==> src/rtl/seg_scan_pkg.sv <==
// Shared types and constants for the seven-segment scan controller.
package seg_scan_pkg;

  typedef enum logic [1:0] {
    IDLE,
    BLANK,
    SHOW
  } state_e;

  localparam logic [6:0] SEG_BLANK = 7'b000_0000;
  localparam logic [6:0] SEG_ZERO  = 7'b111_1110;

  // Register width for a counter over 0..n-1, never narrower than one bit.
  function automatic int width_of(input int n);
    return (n > 1) ? $clog2(n) : 1;
  endfunction

endpackage

==> src/rtl/seg_scan_ctrl_if.sv <==
// Register-side controls and board-side display pins of the scan controller.
interface seg_scan_ctrl_if #(
  parameter int N_DIGITS = 4
);
  logic                  en;
  logic                  load;
  logic [4*N_DIGITS-1:0] value;
  logic [N_DIGITS-1:0]   dp_in;
  logic [N_DIGITS-1:0]   digit_sel;
  logic [6:0]            seg;
  logic                  dp;
  logic                  frame_done;

  modport master (
    output en, load, value, dp_in,
    input  digit_sel, seg, dp, frame_done
  );

  modport slave (
    input  en, load, value, dp_in,
    output digit_sel, seg, dp, frame_done
  );
endinterface

==> src/rtl/hex_seg_decode.sv <==
// Hex nibble to seven-segment pattern, {a,b,c,d,e,f,g}, active-high.
module hex_seg_decode
  import seg_scan_pkg::*;
(
  input  logic [3:0] hex,
  output logic [6:0] seg
);

  // Full 16-entry lookup; lowercase b and d keep them distinct from 8 and 0.
  always_comb begin
    // NOTE: a default before the case means every path assigns seg, so no latch is inferred.
    seg = SEG_BLANK;
    case (hex)
      4'h0: seg = SEG_ZERO;
      4'h1: seg = 7'b011_0000;
      4'h2: seg = 7'b110_1101;
      4'h3: seg = 7'b111_1001;
      4'h4: seg = 7'b011_0011;
      4'h5: seg = 7'b101_1011;
      4'h6: seg = 7'b101_1111;
      4'h7: seg = 7'b111_0000;
      4'h8: seg = 7'b111_1111;
      4'h9: seg = 7'b111_1011;
      4'hA: seg = 7'b111_0111;
      4'hB: seg = 7'b001_1111;
      4'hC: seg = 7'b100_1110;
      4'hD: seg = 7'b011_1101;
      4'hE: seg = 7'b100_1111;
      4'hF: seg = 7'b100_0111;
      default: seg = SEG_BLANK;
    endcase
  end

endmodule

==> src/rtl/seg_scan_ctrl.sv <==
// Time-multiplexed seven-segment scan controller with a double-buffered
// display value and a blanking guard at the start of every digit slot.
// Optional build macro: SEGSCAN_LZS_EN enables leading-zero suppression.
module seg_scan_ctrl
  import seg_scan_pkg::*;
#(
  parameter int N_DIGITS  = 4,
  parameter int PRESCALE  = 50000,
  parameter int BLANK_CYC = 500
) (
  input  logic       clk,
  input  logic       reset,
  seg_scan_ctrl_if.slave bus
);

  localparam int CNT_W = width_of(PRESCALE);
  localparam int IDX_W = width_of(N_DIGITS);

  localparam logic [CNT_W-1:0] CNT_LAST   = CNT_W'(PRESCALE - 1);
  localparam logic [CNT_W-1:0] BLANK_LAST = CNT_W'(BLANK_CYC - 1);
  localparam logic [IDX_W-1:0] IDX_LAST   = IDX_W'(N_DIGITS - 1);
  // With no blanking guard a slot begins directly in SHOW.
  localparam state_e SLOT_START = (BLANK_CYC == 0) ? SHOW : BLANK;

  state_e                state_q, state_d;
  logic [CNT_W-1:0]      cnt_q, cnt_d;
  logic [IDX_W-1:0]      idx_q, idx_d;
  logic [4*N_DIGITS-1:0] act_val_q, act_val_d;
  logic [N_DIGITS-1:0]   act_dp_q, act_dp_d;
  logic [4*N_DIGITS-1:0] pend_val_q, pend_val_d;
  logic [N_DIGITS-1:0]   pend_dp_q, pend_dp_d;
  logic                  pending_valid_q, pending_valid_d;
  logic [N_DIGITS-1:0]   digit_sel_q, digit_sel_d;
  logic                  dp_q, dp_d;
  logic [3:0]            hex_q, hex_d;
  logic                  frame_done_q, frame_done_d;
  logic                  boundary;
  logic                  suppress;

  function automatic logic [3:0] nibble_at(input logic [4*N_DIGITS-1:0] v,
                                           input logic [IDX_W-1:0]      i);
    logic [3:0] r;
    r = '0;
    for (int k = 0; k < N_DIGITS; k++) begin
      if (i == IDX_W'(k)) r = v[4*k +: 4];
    end
    return r;
  endfunction

  function automatic logic bit_at(input logic [N_DIGITS-1:0] v,
                                  input logic [IDX_W-1:0]    i);
    logic r;
    r = 1'b0;
    for (int k = 0; k < N_DIGITS; k++) begin
      if (i == IDX_W'(k)) r = v[k];
    end
    return r;
  endfunction

  // Slot sequencing: cnt runs 0..PRESCALE-1 across BLANK then SHOW, idx steps per slot.
  always_comb begin
    state_d  = state_q;
    cnt_d    = cnt_q;
    idx_d    = idx_q;
    boundary = 1'b0;
    if (!bus.en) begin
      state_d = IDLE;
      cnt_d   = '0;
      idx_d   = '0;
    end else begin
      case (state_q)
        IDLE: begin
          state_d = SLOT_START;
          cnt_d   = '0;
          idx_d   = '0;
        end
        BLANK: begin
          cnt_d = cnt_q + 1'b1;
          if (cnt_q == BLANK_LAST) state_d = SHOW;
        end
        SHOW: begin
          if (cnt_q == CNT_LAST) begin
            cnt_d   = '0;
            state_d = SLOT_START;
            if (idx_q == IDX_LAST) begin
              idx_d    = '0;
              boundary = 1'b1;
            end else begin
              idx_d = idx_q + 1'b1;
            end
          end else begin
            cnt_d = cnt_q + 1'b1;
          end
        end
        default: state_d = IDLE;
      endcase
    end
  end

  // Double buffer: loads park in pending and are promoted only between frames.
  always_comb begin
    act_val_d       = act_val_q;
    act_dp_d        = act_dp_q;
    pend_val_d      = pend_val_q;
    pend_dp_d       = pend_dp_q;
    pending_valid_d = pending_valid_q;
    if (bus.load && (!bus.en || boundary)) begin
      // No frame in flight (or one just ended): take the new value directly.
      act_val_d       = bus.value;
      act_dp_d        = bus.dp_in;
      pend_val_d      = bus.value;
      pend_dp_d       = bus.dp_in;
      pending_valid_d = 1'b0;
    end else if (bus.load) begin
      pend_val_d      = bus.value;
      pend_dp_d       = bus.dp_in;
      pending_valid_d = 1'b1;
    end else if (boundary && pending_valid_q) begin
      act_val_d       = pend_val_q;
      act_dp_d        = pend_dp_q;
      pending_valid_d = 1'b0;
    end
  end

`ifdef SEGSCAN_LZS_EN
  logic [N_DIGITS-1:0] lz_mask;

  // Mark digits lying above the most significant nonzero nibble that carry no dp.
  always_comb begin
    logic upper_zero;
    lz_mask    = '0;
    upper_zero = 1'b1;
    for (int k = N_DIGITS - 1; k >= 1; k--) begin
      upper_zero = upper_zero && (act_val_d[4*k +: 4] == 4'd0);
      lz_mask[k] = upper_zero && !act_dp_d[k];
    end
  end

  assign suppress = bit_at(lz_mask, idx_d);
`else
  assign suppress = 1'b0;
`endif

  // Registered pin drive, computed from the upcoming state so pins line up with it.
  always_comb begin
    digit_sel_d  = '0;
    dp_d         = 1'b0;
    hex_d        = nibble_at(act_val_d, idx_d);
    frame_done_d = boundary;
    if (state_d == SHOW) begin
      dp_d = bit_at(act_dp_d, idx_d);
      if (!suppress) digit_sel_d = N_DIGITS'(1) << idx_d;
    end
  end

  // State, buffers and output registers.
  always_ff @(posedge clk or posedge reset) begin
    // NOTE: non-blocking only, so every flop samples pre-edge values regardless of statement order.
    if (reset) begin
      state_q         <= IDLE;
      cnt_q           <= '0;
      idx_q           <= '0;
      act_val_q       <= '0;
      act_dp_q        <= '0;
      pend_val_q      <= '0;
      pend_dp_q       <= '0;
      pending_valid_q <= 1'b0;
      digit_sel_q     <= '0;
      dp_q            <= 1'b0;
      hex_q           <= 4'd0;
      frame_done_q    <= 1'b0;
    end else begin
      state_q         <= state_d;
      cnt_q           <= cnt_d;
      idx_q           <= idx_d;
      act_val_q       <= act_val_d;
      act_dp_q        <= act_dp_d;
      pend_val_q      <= pend_val_d;
      pend_dp_q       <= pend_dp_d;
      pending_valid_q <= pending_valid_d;
      digit_sel_q     <= digit_sel_d;
      dp_q            <= dp_d;
      hex_q           <= hex_d;
      frame_done_q    <= frame_done_d;
    end
  end

  hex_seg_decode u_decode (
    .hex (hex_q),
    .seg (bus.seg)
  );

  assign bus.digit_sel  = digit_sel_q;
  assign bus.dp         = dp_q;
  assign bus.frame_done = frame_done_q;

endmodule

==> src/flat_wrapper.sv <==
// flat-port wrapper written by rule: the top's interface ports become plain ports
module seg_scan_ctrl_flat import seg_scan_pkg::*;
#(
  parameter int N_DIGITS  = 4,
  parameter int PRESCALE  = 50000,
  parameter int BLANK_CYC = 500
)
  (clk, reset, bus_en, bus_load, bus_value, bus_dp_in, bus_digit_sel, bus_seg, bus_dp, bus_frame_done);
  seg_scan_ctrl_if #(.N_DIGITS(N_DIGITS)) bus_i ();
  input  logic clk;
  input  logic reset;
  input wire logic [$bits(bus_i.en)-1:0] bus_en;
  input wire logic [$bits(bus_i.load)-1:0] bus_load;
  input wire logic [$bits(bus_i.value)-1:0] bus_value;
  input wire logic [$bits(bus_i.dp_in)-1:0] bus_dp_in;
  output wire logic [$bits(bus_i.digit_sel)-1:0] bus_digit_sel;
  output wire logic [$bits(bus_i.seg)-1:0] bus_seg;
  output wire logic [$bits(bus_i.dp)-1:0] bus_dp;
  output wire logic [$bits(bus_i.frame_done)-1:0] bus_frame_done;
  assign bus_i.en = bus_en;
  assign bus_i.load = bus_load;
  assign bus_i.value = bus_value;
  assign bus_i.dp_in = bus_dp_in;
  assign bus_digit_sel = bus_i.digit_sel;
  assign bus_seg = bus_i.seg;
  assign bus_dp = bus_i.dp;
  assign bus_frame_done = bus_i.frame_done;
  seg_scan_ctrl #(.N_DIGITS(N_DIGITS), .PRESCALE(PRESCALE), .BLANK_CYC(BLANK_CYC)) u_core (.clk(clk), .reset(reset), .bus(bus_i));
endmodule
==> config.mk <==
export PLATFORM = sky130hd
export DESIGN_NAME = seg_scan_ctrl_flat
export DESIGN_NICKNAME = d
export VERILOG_FILES = /design/src/rtl/seg_scan_pkg.sv /design/src/rtl/seg_scan_ctrl_if.sv /design/src/rtl/hex_seg_decode.sv /design/src/rtl/seg_scan_ctrl.sv /design/src/flat_wrapper.sv
export SDC_FILE = /design/constraint.sdc
export NUM_CORES = 1
export LEC_CHECK = 0
export CAP_MARGIN = 20
export CORE_MARGIN = 1
export CORE_UTILIZATION = 50
export DETAILED_ROUTE_END_ITERATION = 7
export PLACE_DENSITY_LB_ADDON = 0.1
export SLEW_MARGIN = 0
export SYNTH_ARGS = -nofsm -noshare
export SYNTH_HDL_FRONTEND = slang
export SYNTH_HIERARCHICAL = 1
export SYNTH_SLANG_ARGS = --single-unit
==> constraint.sdc <==
create_clock -name clk -period 5.61 [get_ports clk]
set_input_delay 0.8415 -clock clk [delete_from_list [all_inputs] [get_ports clk]]
set_output_delay 0.8415 -clock clk [all_outputs]
set_load 0.005 [all_outputs]
# Yosys cells after proc, flatten, opt, wreduce, memory -nomap -nowiden

Memory sizes are Yosys's and may differ from the RTL's.
Index checks and enable logic that the tools add are counted.

Bits in registers: 71
Output and inout port bits: 13
Memories: 1
ROM bits: 112

Multiplexer cells: 38
Eq/ne operators: 10
$add $sub $neg: 2
Shift operators: 1
Reduce and logical (&&, ||, !) cells: 8

Memory list:

| name             | depth | width | rd ports | clocked after memory_dff | write ports | line                 | RTL |
|---|---|---|---|---|---|---|---|
| (name not given) | 16    | 7     | 1        | 0                        | 0           | hex_seg_decode.sv:13 | `case (hex)` |

Operators with widths:

| operator                                         | count |
|---|---|
| 2-to-1 mux 16 bit                                | 7 |
| case mux 16 bit (3 select lines)                 | 1 |
| 2-to-1 mux 4 bit                                 | 10 |
| adder 16 x 1 -> 16 bit (second input constant)   | 1 |
| == test 16 bit (second input constant)           | 1 |
| == test 16 x 9 -> 1 bit (second input constant)  | 1 |
| 2-to-1 mux 1 bit                                 | 12 |
| 2-to-1 mux 2 bit                                 | 6 |
| == test 2 bit (second input constant)            | 5 |
| case mux 2 bit (3 select lines)                  | 1 |
| == test 2 x 1 -> 1 bit (second input constant)   | 2 |
| zero test 2 bit                                  | 2 |
| != test 4 x 1 -> 1 bit (second input constant)   | 1 |
| case mux 2 bit (2 select lines)                  | 1 |
| left shift 1 x 2 -> 4 bit (first input constant) | 1 |
| nonzero test 3 bit                               | 1 |
| adder 2 x 1 -> 2 bit (second input constant)     | 1 |
| logical AND 1 bit                                | 2 |
| nonzero test 2 bit                               | 1 |
| zero test 1 bit                                  | 1 |
| logical OR 1 bit                                 | 1 |

# Depth between registers and ports, before layout

Gate-level depths: netlist of the first run.

Word-level depth: 14
Depth in mapped cells: 11
Mapped depth without buffers: 9

# Modules after synthesis

Netlist of the first run, hierarchy kept.

Modules (own cells, without submodules):

| module         | cells an instance | sequential area each (um2) | times used | area each (um2) |
|---|---|---|---|---|
| seg_scan_ctrl  | 309               | 1,776.7                    | 1          | 3,372.0 |
| hex_seg_decode | 33                | 0.0                        | 1          | 287.8 |

# Worst setup path after synthesis of the first run

Ideal clock, no wire load.

Kind: reg-to-reg
Start point: register u_core.cnt_q[4]
End point: register u_core.dp_q, in the netlist u_core/bus.dp
Period minus slack after synthesis: 2.406 ns
Slack: 3.204 ns
Library setup time: 0.127 ns
Data arrival time: 2.279 ns
Stages on the path, launching flop included: 9
Path buffers: 1
Data required time: 5.483 ns
Path through: dfrtp_1 or4b_4 nor4_4 mux2i_1 and2_1 buf_6 o211ai_2 o211ai_1 a21oi_1

Elaborated cells on any way between the ends: 28
Classes of those cells: eq/ne (6); mux (18); reduce/logical (4)

RTL lines:

| item                                | line                 | RTL |
|---|---|---|
| start, declared                     | seg_scan_ctrl.sv:26  | `logic [CNT_W-1:0] cnt_q, cnt_d;` |
| start signal, assigned              | seg_scan_ctrl.sv:174 | `cnt_q <= cnt_d;` |
| == test 16 bit (*)                  | seg_scan_ctrl.sv:82  | `if (cnt_q == CNT_LAST) begin` |
| 2-to-1 mux 2 bit (*)                | seg_scan_ctrl.sv:82  |  |
| case mux 2 bit (2 select lines) (*) | seg_scan_ctrl.sv:71  | `case (state_q)` |
| 2-to-1 mux 2 bit (*)                | seg_scan_ctrl.sv:66  | `if (!bus.en) begin` |
| net u_core.idx_d[0]                 | seg_scan_ctrl.sv:27  | `logic [IDX_W-1:0] idx_q, idx_d;` |
| zero test 2 bit                     | seg_scan_ctrl.sv:55  | `if (i == IDX_W'(k)) r = v[k];` |
| 2-to-1 mux 1 bit (3 in series)      | seg_scan_ctrl.sv:55  |  |
| 2-to-1 mux 1 bit (*)                | seg_scan_ctrl.sv:55  |  |
| 2-to-1 mux 1 bit (*)                | seg_scan_ctrl.sv:150 | `if (state_d == SHOW) begin` |
| net u_core.dp_d                     | seg_scan_ctrl.sv:34  | `logic dp_q, dp_d;` |
| end signal, assigned                | seg_scan_ctrl.sv:182 | `dp_q <= dp_d;` |
| end, declared                       | seg_scan_ctrl.sv:34  |  |

Mark *: on every way through the listed nets, which the timed path passes. The rest lies on a longest branch.
A chain may end at the register's enable or synchronous reset.

# Final worst setup path of the first run

Start point: register u_core.cnt_q[11]
End point: register u_core.hex_q[0]

Cells in the longest elaborated chain, start to end: 12
Elaborated cells on any way between the ends: 21
Classes of those cells: eq/ne (4); mux (13); reduce/logical (4)

RTL lines:

| item                           | line                 | RTL |
|---|---|---|
| == test 16 bit (*)             | seg_scan_ctrl.sv:82  |  |
| 2-to-1 mux 1 bit               | seg_scan_ctrl.sv:82  |  |
| 2-to-1 mux 1 bit               | seg_scan_ctrl.sv:71  |  |
| 2-to-1 mux 1 bit               | seg_scan_ctrl.sv:66  |  |
| logical AND 1 bit              | seg_scan_ctrl.sv:118 | `end else if (boundary && pending_valid_q) begin` |
| 2-to-1 mux 16 bit              | seg_scan_ctrl.sv:118 |  |
| 2-to-1 mux 16 bit              | seg_scan_ctrl.sv:114 | `end else if (bus.load) begin` |
| 2-to-1 mux 16 bit              | seg_scan_ctrl.sv:107 | `if (bus.load && (!bus.en \|\| boundary)) begin` |
| 2-to-1 mux 4 bit (3 in series) | seg_scan_ctrl.sv:45  | `if (i == IDX_W'(k)) r = v[4*k +: 4];` |
| 2-to-1 mux 4 bit (*)           | seg_scan_ctrl.sv:45  |  |
| net u_core.hex_d[0]            | seg_scan_ctrl.sv:35  | `logic [3:0] hex_q, hex_d;` |
| end signal, assigned           | seg_scan_ctrl.sv:170 | `hex_q <= 4'd0;` |
| end signal, assigned           | seg_scan_ctrl.sv:183 | `hex_q <= hex_d;` |
| end, declared                  | seg_scan_ctrl.sv:35  |  |

Marks and branches as above.

==> flow_summary.yaml, run 1 <==
grt:
  grt_use_met2_pct: 30.3
  grt_overflow: 0
  antenna_found_initial: 0
  grt_pass1_wl_um: 12300
  grt_max_degree: 56
  grtUsageMet1_pct: 31.5
  grt_usage_pct: 21.1
  grt.busiest_layer: "met1"
  grt_pass1_vias: 2532
  grt_util_met3_pct: 3.77
synthesis:
  synth_cells: 342
  synth_enable_flop_cells: 0
  synthTopCellsByCount: "dfrtp_1 (71), nand2_1 (31), mux2i_1 (27), o21ai_0 (26), nor2_1 (25)"
  ys_ff_latch: 71
  post-synth-top-count-cell: "dfrtp_1"
  ys.flop_type: "dfrtp_1"
  synth_top_area_cell: "dfrtp_1"
  syn_nets: 379
  yosysTopAreaCellShare_pct: 48.5
  synth.avg_cell_area_um2: 10.7
  synth_area_leaders: "dfrtp_1 (49%), mux2i_1 (7.4%), mux2_2 (7.1%), ha_1 (4.4%), o21ai_0 (3.6%)"
  synth.distinct_cells: 52
  ys_warn_count: 6
  synthArstFlopShare_pct: 100
  syn_area_um2: 3660
  ys_seq_area_share_pct: 48.5
timing:
  max_freq_ghz: 0.324
  slew_headroom_pct: 54.0
  tns_ns: 0
  slew_violations: 0
  fin_crit_sh_pct: 55.0
  finalHoldViolCount: 0
  skew_ns: 0.00900
  hold_slack_ns: 0.505
  setup_viol: 0
  tightest_slew_ns: 0.690
  min_period_ns: 3.08
  rsz0062_at_grt: "false"
setup_path:
  crit_chain: "or4_4 > nor4_4 > mux2i_1 > and2_1 > nor2b_1 > a22oi_1 > o21ai_1"
  crit_slowest_cell: "or4_4"
  worstPathRequired_ns: 5.88
  crit_type: "flop to flop"
  cpPeakStageDelay_ns: 0.58
  startpoint_type: "flop"
  cp_max_fo: 11
  worst_ep_arrival_time_ns: 3.35
  cp-end-kind: "flop"
  rr_worst_depth: 7
finish:
  fin_cells: 477
  area_delta_synth_final_pct: 15.9
  drive_gt1_share_pct: 13.6
  stdcell_area_um2: 4240
  layout.nets: 415
  antenna_cells: 0
hold_path:
  hold-path-cell-count: 1
  hp-class: "flop to flop"
clock_tree:
  post-cts-setup-buffers: 0
  hold_buffers: 0
  cts_tree: "done"
  clock_sinks: 71
  cts_max_level: 3
  root_buffer: "clkbuf_8"
  numCtsBuffers: 9
  clock_latency_ns: 0.34
  clk_pin_slew_ns: 0.07
  cts-resized-gates: 0
  clock_path_buffers: 2
pwr:
  fin_total_pwr_mw: 1.09
  p_leak_nw: 1.91
  power_per_cell_area_nw_per_um2: 256
  irDropWorstVdd_v: 0.000152
floorplan:
  die_h_um: 87.6
  die_x_um: 87.6
  initial_utilization_pct: 52.7
  die-area_um2: 7670
  ios: 37
  fp-row-count: 30
  core_um2: 6940
drt:
  drt_first_pass_iters: 4
  num_vias: 2617
  drc: 0
  drtIter0Drc: 134
  drt-wirelength-per-cell_um: 15.4
  via_per_inst: 5.49
  ant_nets: 0
  wl_um: 7330
placed_design:
  gp_congestion: 0.803
  dpl.hpwl_um: 5020
  portBuffers: 36
  place_inst: 462
  dpl_cell_area_um2: 4070
run_status:
  status: "finished clean"
job:
  drv_cap: 0
cell families after synthesis:
| logic type | after synthesis | synth area share (%) |
|---|---|---|
| multiplexers | 51 | 15.2 |
| AO/OA/AOI/OAI | 67 | 11.4 |
| XOR/XNOR | 5 | 1.20 |
| adder cells (fa/ha/maj) | 13 | 4.44 |
| buffers and inverters | 27 | 3.93 |
| flip-flops | 71 | 48.5 |
| AND/OR/NAND/NOR | 108 | 15.3 |
final timing paths:
kind / slack, ns / from / to
worst max-delay path: 2.53 / u_core/cnt_q[11] / u_core/hex_q[0]
worst min-delay path: 0.50 / u_core/pend_dp_q[0] / u_core/pend_dp_q[0]
worst max register to register: 2.53 / u_core/cnt_q[11] / u_core/hex_q[0]
worst min register to register: 0.50 / u_core/pend_dp_q[0] / u_core/pend_dp_q[0]
max in group asynchronous: 3.79 / reset / u_core/act_val_q[13]
min in group asynchronous: 0.80 / reset / u_core/bus.digit_sel[1]
per-stage QoR:
step           setup slack [ns]  util (%)
6_report                   2.53      61.1
5_1_grt                    2.32      61.1
4_1_cts                    2.52      61.0
3_5_place_dp               2.27      58.6
3_3_place_gp               2.33      58.6
2_1_floorplan              2.97         -
report_power, final:
part	switching, mW	internal (mW)	leakage, nW
clock	0.173	0.180	0.0854
sequential	0.0227	0.549	0.891
combinational	0.0753	0.0881	0.937
total	0.271	0.817	1.91
cell usage in the layout, fill, tap and decap left out, types with 4 or more instances in the layout:
cell type and n:
o21ai_1 4, a21oi_1 14, and3_1 9, nor3_1 4, clkdlybuf4s50_1 36, clkbuf_8 11
a22oi_1 4, inv_1 9, mux2i_1 27, o21ai_0 26, nor2b_1 6, nand3_1 8
ha_1 13, nand2_1 31, buf_4 6, nor2_1 25, xor2_1 5, nand4_1 6
dfrtp_1 71, mux2_2 23
critical path: cells and delay by family (launching register included):
kind             cells  cell delay [ns]
AND/OR/NAND/NOR      4             1.94
multiplexers         1             0.44
flip-flops           1             0.41
AO/OA/AOI/OAI        2             0.21
metal layers:
metal,wire [um],vias to the layer above
met5,0,-
met4,97,0
met3,342,10
met1,3770,1261
li1,-,1287
met2,3120,59
state kept, by name, summed over array words and instances (netlist names), 2 cells and up:
signal / count
u_core/act_dp_q: 4
u_core/act_val_q: 16
u_core/bus.digit_sel: 4
u_core/cnt_q: 16
u_core/hex_q: 4
u_core/idx_q: 2
u_core/pend_dp_q: 4
u_core/pend_val_q: 16
u_core/state_q: 2
cell type report:
cell class | count | area (um^2)
clock buffer | 13 | 159
inverter | 10 | 37.5
sequential | 71 | 1780
fill | 584 | 2700
clock inverter | 1 | 5.00
multi-input combinational | 244 | 1740
tap | 96 | 120
timing repair buffer | 42 | 405
No activity file was read; power rests on OpenSTA's default activity.
==> run 2: changes to the inputs <==
==> constraint.sdc (replaced) <==
create_clock -name clk -period 2.7 [get_ports clk]
set_input_delay 0.405 -clock clk [delete_from_list [all_inputs] [get_ports clk]]
set_output_delay 0.405 -clock clk [all_outputs]
set_load 0.005 [all_outputs]
==> run 2 against run 1 <==
Non-clock buffer count increased by 18. First-iteration DRC count increased by 38%. Clock-buffer cell count decreased by 2. Final area up 4.5%. Clock skew is 0.0058 ns higher.
==> flow_summary.yaml, run 2 (synthesis results as in run 1) <==
timing:
  setup_slack_ns: 0.104
  tightest_slew_ns: 0.474
  slew_violations: 0
  tns_ns: 0
  max_freq_ghz: 0.385
  fin_crit_sh_pct: 96.2
  slew_headroom_pct: 68.4
  setup_viol: 0
  rsz0062_at_grt: "false"
  skew_ns: 0.0148
  finalHoldViolCount: 0
  min_period_ns: 2.60
drt:
  drt-wirelength-per-cell_um: 15.1
  drt_first_pass_iters: 4
  wl_um: 7500
  drtIter0Drc: 185
  num_vias: 2713
  ant_nets: 0
  via_per_inst: 5.46
  drc: 0
floorplan:
  ios: 37
  die-area_um2: 7670
  die_x_um: 87.6
  initial_utilization_pct: 52.7
  fp-row-count: 30
  core_um2: 6940
  die_h_um: 87.6
setup_path:
  worst-path-stages: 4
  worstPathRequired_ns: 2.30
  cp_top_family: "buffers and inverters"
  crit_slowest_cell: "mux4_1"
  regToRegSetupSlack_ns: 0.16
  rr_worst_depth: 8
  critical_path_buf_inv_count: 2
  r2r_start: "u_core/cnt_q[11]"
  cpPeakStageDelay_ns: 0.49
  crit_type: "flop to primary output"
  startpoint_type: "flop"
  cp-end-kind: "primary output"
  crit_chain: "inv_1 > ha_1 > mux4_1 > clkdlybuf4s50_1"
  crit_path_start: "u_core/hex_q[0]"
  r2r_end: "u_core/hex_q[0]"
  worst_ep_arrival_time_ns: 2.19
  cp_max_fo: 4
job:
  drv_cap: 0
finish:
  drive_gt1_share_pct: 19.5
  final_common_cell: "dfrtp_1"
  final_cell_mix: "dfrtp_1 (70), clkdlybuf4s50_1 (36), nand2_1 (31)"
  top_regs: "u_core/act_val_q (16), u_core/cnt_q (16), u_core/pend_val_q (16)"
  fin_cells: 497
  area_delta_synth_final_pct: 21.2
  antenna_cells: 0
  layout.nets: 433
pwr:
  comb_power_share_pct: 15.0
  clkPwrFrac_pct: 33.0
  power_per_cell_area_nw_per_um2: 517
  sw_frac_of_total_pct: 26.4
  fin_total_pwr_mw: 2.29
  p_seq_share_pct: 52.0
  irDropWorstVdd_v: 0.000345
  p_int_mw: 1.69
  p_leak_nw: 2.02
  p_sw_uw: 606
grt:
  antenna_found_initial: 0
  grt_overflow: 0
  grt_usage_pct: 21.7
  grt_max_degree: 72
  grt_pass1_wl_um: 12500
  grt_pass1_vias: 2548
clock_tree:
  cts_max_level: 3
  cts_tree: "done"
  numCtsBuffers: 9
  post-cts-setup-buffers: 0
  clock_sinks: 71
  clk_pin_slew_ns: 0.08
  clock_path_buffers: 2
  root_buffer: "clkbuf_8"
  clock_latency_ns: 0.35
hold_path:
  hp-class: "input port to async pin"
run_status:
  status: "finished clean"
placed_design:
  portBuffers: 36
  pre_cts_ws_ns: 0.0885
  gp_congestion: 0.830
  dpl.hpwl_um: 5200
  place_inst: 481
run 2: cell types whose count changed in the layout (fill, tap and decap cells not counted), moves of 2 or more:
cell / delta
clkinvlp_4: +2
buf_12: +2
nor4_2: +2
nor4_1: -2
buf_4: +16
run 2: worst max-delay path by stage:
stage	end	slack (ns)
2_1_floorplan	u_core/bus.dp	0.29
3_3_place_gp	u_core/bus.digit_sel[2]	0.09
3_5_place_dp	u_core/bus.digit_sel[2]	0.09
4_1_cts	bus_seg[3]	0.06
5_1_grt	bus_seg[3]	0.008
6_report	bus_seg[3]	0.10
run 2: power groups by stage:
stage          registers (mW)  clock network (mW)  logic [mW]
6_report                 1.19               0.758       0.344
3_3_place_gp             1.21                   0       0.336
2_1_floorplan            1.19                   0       0.227
4_1_cts                  1.19               0.780       0.345
3_5_place_dp             1.21                   0       0.342
5_1_grt                  1.20               0.828       0.381
run 2: stage by stage:
stage / hold slack (ns) / cell area (um^2) / utilization (%)
after detailed placement: 0.497 / 4240 / 61.0
after global placement: 0.488 / 4240 / 61.0
after floorplan: 0.472 / 3660 / -
after CTS: 0.466 / 4410 / 63.6
final: 0.449 / 4440 / 63.9
after global routing: 0.506 / 4440 / 63.9
run 2: worst register-to-register path: cells and delay by family (launching register included):
family                 cells  cell delay, ns
DFF                        1            0.38
AOI/OAI and AO/OA          2            0.23
buffers and inverters      2            0.42
muxes                      1            0.31
and+or+nand+nor            3            1.13
run 2: cell type report:
class                   instances  area, um^2
clock buffers                  11         141
clock inverters                 5        33.8
fillers                       555        2510
inverters                      10        37.5
multi-input cells             244        1760
flip-flops and latches         71        1780
well taps                      96         120
repair buffers                 60         566
run 2: layer usage:
layer  up-vias  routed length, um  part of all wire (%)  global-route usage, %
met1      1314               3960                    53                   33.3
met2        64               3140                    42                   29.9
li1       1327                  -                     -                      -
met5         -                  0                     0                      0
met4         0                102                   1.4                   7.60
met3         8                304                   4.1                   5.18
run 2: repair_timing:
| item | CTS | global route |
|---|---|---|
| hold buffers | 0 | 0 |
| hold endpoints to repair | 0 | 0 |
| setup endpoints to repair | 0 | 6 |
| gates resized for setup | 0 | 6 |
==> patch, RTL diff (flow settings as in run 2) <==
The option `SEGSCAN_LZS_EN` is turned on by a define.
--- a/src/rtl/seg_scan_ctrl.sv
+++ b/src/rtl/seg_scan_ctrl.sv
@@ -1,6 +1,8 @@
 // Time-multiplexed seven-segment scan controller with a double-buffered
 // display value and a blanking guard at the start of every digit slot.
 // Optional build macro: SEGSCAN_LZS_EN enables leading-zero suppression.
+`define SEGSCAN_LZS_EN
+
 module seg_scan_ctrl
   import seg_scan_pkg::*;
 #(
Check against the original RTL: same outputs for any inputs over 10 cycles, from zero or initial values and one cycle with reset high; that may be too few to reach the edited logic, so the function may still have changed.
==> patch against run 2 <==
  * The run now ends with setup timing left
  * Worst hold slack better by 0.0022 ns
  * Non-clock buffer count is 32 higher
  * Final cell count is 13% higher
  * Final area increased by 14%
  * Via count is 12% higher
  * Utilization is 4.7 points higher
  * Setup slack got worse by 0.34 ns
  * Wire length rose by 15%
  * Power is 9.9% higher
  * Sequential cell count stayed put
  * Combinational power increased by 35%
  * Synthesized area is 6.3% higher
  * Global-route usage increased by 1.4 points
  * Largest power group unchanged
  * Highest routed layer unchanged
==> patch: results (changes against run 2) <==
[status]
status=finished, violations left
failed_checks=setup timing

[cells_and_area]
multi_input_comb_cells=267  ; +9.4%
clkCellAreaFrac_pct=3.91  ; -0.038 points
n_all_buffers=92  ; +53%
n_fill_cell=559  ; +0.72%
multi_input_area_share_pct=40.4  ; +0.76 points
utilization_pct=68.6  ; +4.7 points
drive_above_1_share_pct=26.3  ; +6.9 points
nNonClkInverters=17  ; +7
buf_share_pct=16.8  ; +4.1 points
sh_seq_area_pct=35.1  ; -4.9 points
layout.nets=495  ; +14%
nClkBuffers=9  ; -2

[clocking]
clk_latency_ns=0.34
cts_sinks=71  ; unchanged
clk_pin_slew_ns=0.08  ; about the same
cts_root_buf=clkbuf_8

[worst_setup_path]
crit_arrival_ns=3.16  ; +0.97 ns
path_delay_family=simple AND/OR/NAND/NOR gates
crit_path_top_delay_cell=or4b_4
worstPathMaxFanout=6  ; +2
slowest_delay_ns=0.55  ; +0.06 ns

[yosys]
seq_area_frac_synth_pct=45.7  ; -2.9 points
synth_cells=369  ; +7.9%
synthArstFlopShare_pct=100  ; unchanged
synthTopCellsByCount=dfrtp_1, mux2i_1, nor2_1, nand2_1, mux2_2
synthTopCellsByArea=dfrtp_1, mux2i_1, mux2_2
syn_nets=406  ; +7.1%
synth.distinct_cells=58  ; +12%

[placement]
place_area_sq_mm=0.00473  ; +12%
hpwlAfterDp_microns=6210  ; +19%
dp_cells=539  ; +12%
gp_congestion=0.880  ; +6.1%
pre_cts_ws_ns=-0.148  ; -0.237 ns

[floorplanning]
die_w_microns=90.2  ; +3.0%

[drt]
drt-initial-drc-count=122  ; -34%
firstDrtPassIters=5  ; +1
wl_per_cell_microns=15.4  ; +2.0%
viasPerCell=5.41  ; -0.91%
routed_wl_microns=8650  ; +15%

[global_route]
grt_max_degree=72  ; unchanged
grt_use_total_pct=23.1  ; +1.4 points
grt_pass1_wl_microns=14700  ; +18%

[timing]
fin_setup_tns_ns=-1.10  ; -1.10 ns
worst_pin_slew_ns=0.579  ; +0.106 ns
clock_skew_ns=0.00704  ; -0.00778 ns
worst_slack_ns=-0.236  ; -0.340 ns
setup_viol_count_final=9  ; +9

[power]
vdd_drop_max_uv=366  ; +6.0%
netSwitchingFraction_pct=27.6  ; +1.2 points
p_leak_nw=2.19  ; +8.4%

==> patch: kinds of logic after synthesis <==
logic type      count (synthesis)  share of synthesized area (%)
fa+ha+maj                      13                           4.18
buf+inv                        31                           3.51
simple gates                  119                           16.3
xor+xnor                       11                           2.48
flops                          71                           45.7
compound gates                 58                           9.56
mux                            66                           18.2
==> patch: timing repair <==
item / CTS / global route
resized for setup: 15 / 10
endpoints found under the setup margin: 8 / 10
pin swaps: 5 / 3
setup buffers: 4 / 3
==> patch: layer usage <==
| layer | share of wire (%) | vias up | routed length (microns) | global-route usage [%] |
|---|---|---|---|---|
| met2 | 50 | 64 | 4290 | 38.7 |
| li1 | - | 1502 | - | - |
| met3 | 3.0 | 12 | 262 | 5.25 |
| met4 | 1.6 | 0 | 140 | 6.32 |
| met5 | 0 | - | 0 | 0 |
| met1 | 46 | 1462 | 3960 | 30.1 |
==> patch: worst paths after layout <==
path	to	slack [ns]	start	cells past startpoint
max	u_core/bus.digit_sel[3]	-0.24	u_core/cnt_q[12]	8
min	u_core/pend_val_q[6]	0.45	reset	3
max reg2reg	u_core/bus.digit_sel[3]	-0.24	u_core/cnt_q[12]	8
min reg2reg	u_core/pend_val_q[2]	0.51	u_core/pend_val_q[2]	1
max in group asynchronous	u_core/cnt_q[4]	1.95	reset	3
min in group clk	u_core/pend_val_q[2]	0.51	u_core/pend_val_q[2]	1
==> patch: power groups by stage <==
stage	Combinational (W)	Sequential (W)	Clock [W]
5_1_grt	0.000514	0.00123	0.000911
4_1_cts	0.000457	0.00121	0.000863
2_1_floorplan	0.000274	0.00121	0
3_5_place_dp	0.000438	0.00123	0
6_report	0.000464	0.00121	0.000844
3_3_place_gp	0.000427	0.00123	0
